==> config.mk <==
export PLATFORM = sky130hd
export DESIGN_NAME = dot_product_sequencer
export DESIGN_NICKNAME = d
export VERILOG_FILES = /design/src/rtl/dot_product_sequencer.sv
export SDC_FILE = /design/constraint.sdc
export NUM_CORES = 1
export LEC_CHECK = 0
export BUFFER_PORTS_ARGS = -buffer_cell sky130_fd_sc_hd__buf_2
export CORE_ASPECT_RATIO = 1.1
export CORE_UTILIZATION = 30
export CTS_CLUSTER_SIZE = 8
export DETAILED_ROUTE_END_ITERATION = 10
export REMOVE_ABC_BUFFERS = 1
export SLEW_MARGIN = 20
export SYNTH_ARGS = -nofsm -noshare
export SYNTH_HDL_FRONTEND = slang
export SYNTH_SLANG_ARGS = --single-unit
==> constraint.sdc <==
create_clock -name clk -period 3.6 [get_ports clk]
set_input_delay 0.36 -clock clk [delete_from_list [all_inputs] [get_ports clk]]
set_output_delay 0.36 -clock clk [all_outputs]
set_load 0.03 [all_outputs]
==> src/rtl/dot_product_sequencer.sv <==
// Streams a vector pair through a 4-bit MAC (A*B + acc), accumulating an
// 8-bit dot product with a sticky overflow flag and a valid/ready result port.
module dot_product_sequencer #(
    parameter int unsigned LEN_W = 4
) (
    input  logic             clk,
    input  logic             rst,
    input  logic             start_i,
    input  logic [LEN_W-1:0] len_i,
    input  logic             abort_i,
    input  logic             elem_valid_i,
    output logic             elem_ready_o,
    input  logic [3:0]       a_i,
    input  logic [3:0]       b_i,
    output logic             res_valid_o,
    input  logic             res_ready_i,
    output logic [7:0]       res_o,
    output logic             ovf_o,
    output logic             busy_o
);

    typedef enum logic [1:0] {
        IDLE = 2'd0,
        RUN  = 2'd1,
        DONE = 2'd2
    } state_t;

    state_t           state;
    logic [7:0]       acc;
    logic [LEN_W-1:0] cnt;
    logic             ovf;

    logic [7:0] prod;
    logic [8:0] sum;

    always_comb begin
        prod = a_i * b_i;
        sum  = {1'b0, prod} + {1'b0, acc};
    end

    always_ff @(posedge clk) begin
        if (rst) begin
            state <= IDLE;
            acc   <= '0;
            cnt   <= '0;
            ovf   <= 1'b0;
        end else begin
            case (state)
                IDLE: begin
                    if (start_i) begin
                        acc   <= '0;
                        ovf   <= 1'b0;
                        cnt   <= len_i;
                        state <= (len_i == '0) ? DONE : RUN;
                    end
                end
                RUN: begin
                    // Abort takes priority so a same-cycle element is dropped.
                    if (abort_i) begin
                        state <= IDLE;
                    end else if (elem_valid_i) begin
                        acc <= sum[7:0];
                        ovf <= ovf | sum[8];
                        cnt <= cnt - 1'b1;
                        if (cnt == LEN_W'(1)) begin
                            state <= DONE;
                        end
                    end
                end
                DONE: begin
                    if (res_ready_i) begin
                        state <= IDLE;
                    end
                end
                default: state <= IDLE;
            endcase
        end
    end

    // Outputs depend only on registered state, never directly on inputs.
    always_comb begin
        elem_ready_o = (state == RUN);
        res_valid_o  = (state == DONE);
        busy_o       = (state == RUN) || (state == DONE);
        res_o        = (state == DONE) ? acc : '0;
        ovf_o        = (state == DONE) ? ovf : 1'b0;
    end

endmodule

==> results.cfg <==
[timing]
fin_skew_ns = 0.00892
setup_tns_ns = 0
slew_headroom = 0.786
final-setup-viol-count = 0
final-hold-violation-count = 0
fin_hold_ws_ns = 0.419
drv_slew = 0
rsz0062_at_grt = no
max_freq_ghz = 0.318
period_share = 0.874
tightest_slew_ns = 0.320
period_minus_slack_ns = 3.15
worst_slack_ns = 0.453

[yosys]
ys_warn_count = 0
post-synth-top-count-cell = inv_1
yosys-top-cells-count = 28 x inv_1, 22 x ha_1, 21 x and2_1
synth-seq-area-share = 0.195
synthCells = 178
syn-cell-area_sq_um = 1540
synthArstFlopShare = 0
synth_top_area_frac = 0.195
synth_top_cell_by_area = dfxtp_1
ys_top_cells_by_area = dfxtp_1 20%, ha_1 18%, fa_1 12%, and2_1 8.5%, inv_1 6.8%
synth_edf_count = 0
ys.flop_type = dfxtp_1
synth-seq-cells = 15
syn_area_per_cell_sq_um = 8.65
synth_cell_type_count = 42

[critical_path]
crit_path_cell_trace = buf_2 > nand2_1 > fa_1 > fa_1 > fa_1 > inv_1 > ha_1 > o21ai_0 > o21ai_1 > a31oi_1 > xnor2_1 > a32o_1
start_kind = input port
worstPathRequired_ns = 3.75
end_kind = register
cp_slowest_cell = fa_1
cp_slowest_stage_delay_ns = 0.52
worst_r2r_path_depth = 9
worstPathArrival_ns = 3.29
cpMostUsedCell = fa_1
path_max_fanout = 4
r2r_end = ovf
criticalPathCategory = in2reg
rr_startpoint = acc[2]
reg2reg_slack_ns = 1.25

[run]
cap_violations = 0

[layout]
fin_nets = 259
drive_gt1_frac = 0.201
stdcell_count = 265
antenna_cells = 0
final_util = 0.374
syn2layout_area_growth_pct = 16.3
final_area_sq_um = 1790

[detailed_routing]
via_per_inst = 4.70
route.detailed.drc = 0
drtIter0Drc = 59
drt-total-wl_um = 3050
detail-route-antenna-nets = 0
vias = 1246
wl_per_cell_um = 11.5
drtPass1Iterations = 4

[die]
core-area_sq_um = 4780
die_w_um = 70.3
ios = 30
dieArea_sq_um = 5420
rows = 26
start_util = 0.322
die_h_um = 77.1

[power]
totalPowerFinal_uw = 605
vdd_drop_max_mv = 0.138
p_leak_nw = 0.877
power_density_nw_per_um2 = 338

[min_path]
hp-class = in2reg
hold_end = cnt[2]
whs_path_depth = 3
min-delay-start = len_i[2]

[clock_tree]
cts_setup_buffers = 0
clkTransAtPathRegs_ns = 0.06
cts.repair.resized = 0
cts_buffer_depth = 2
cts_tree = done
cts_root_buffer = clkbuf_8
insertion_delay_ns = 0.25
clock_sinks = 15
cts_made_buffers = 3
hold_buffers = 0
h-tree-depth = 1

[global_routing]
grt_antenna_before_repair = 0
grt_pass1_vias = 1176
track_usage = 0.117
grt_pass1_wl_um = 5100
grt_overflow_total = 0
grt_max_degree = 15

[placed_design]
dp_slack_ns = 0.148
gp_congestion = 0.802
dp_cells = 261
detailed_place.area_sq_um = 1750
portBuffers = 29
dpl.hpwl_um = 2630

[outcome]
outcome = finished, final reports clean
-- registers in the layout, summed over array words and instances, names as in the netlist --
register and flops:
cnt 4, ovf 1, state 2, acc 8
-- cells by family (layout without fill, tap and decap cells) --
family / after synthesis / count (layout) / synth area share
XOR/XNOR: 7 / 7 / 0.0398
flip-flops: 15 / 15 / 0.195
adder cells (fa/ha/maj): 31 / 31 / 0.296
buffers and inverters: 30 / 61 / 0.0740
AND/OR/NAND/NOR: 60 / 60 / 0.224
multiplexers: 2 / 2 / 0.0138
AO/OA/AOI/OAI: 33 / 33 / 0.158
-- metal layers --
layer	up-vias	GRT usage	wire [um]
met5	-	0	0
met4	0	0.0540	57
met3	4	0.00920	52
met2	15	0.187	1440
met1	568	0.159	1510
li1	659	-	-
-- cell type report --
class,instances,area (sq um)
fillers,481,2990
inverters,28,105
flip-flops and latches,15,300
multi-input cells,133,1120
well taps,56,70.1
clock buffers,4,45.0
repair buffers,29,145
-- critical path, delay by kind of cell --
family                   cells  cell delay, ns
adder cells (fa/ha/maj)      4            1.87
AO/OA/AOI/OAI                4            0.75
buffers and inverters        2            0.14
XOR/XNOR                     1            0.09
AND/OR/NAND/NOR              1            0.07
-- cell usage in the layout, fill, tap and decap left out, types with 2 or more instances in the layout --
cell type / count
xnor2_1: 5
fa_1: 9
clkbuf_8: 3
buf_2: 29
nand3_1: 3
nand2_1: 8
nor2b_1: 4
o2111ai_1: 2
nand2b_1: 2
a31oi_1: 2
a22o_1: 3
nor3_1: 2
o21ai_0: 4
and2_1: 21
ha_1: 22
xor2_1: 2
inv_1: 28
a21oi_1: 8
nand2_2: 2
dfxtp_1: 15
nor2_1: 10
a22oi_1: 4
-- worst max path at each step --
stage,start,to,slack (ns)
3_5_place_dp,a_i[0],ovf,0.15
4_1_cts,a_i[0],ovf,0.41
2_1_floorplan,a_i[0],acc[7],0.44
5_1_grt,a_i[0],ovf,0.27
6_report,a_i[0],ovf,0.45
3_3_place_gp,a_i[0],ovf,0.21
-- where the power goes --
group | switching [mW] | internal (mW) | total [mW] | leakage, nW
clock network | 0.0578 | 0.0783 | 0.136 | 0.0228
registers | 0.0135 | 0.181 | 0.195 | 0.122
logic | 0.160 | 0.114 | 0.274 | 0.732
Power figures use the tool's default switching activity.
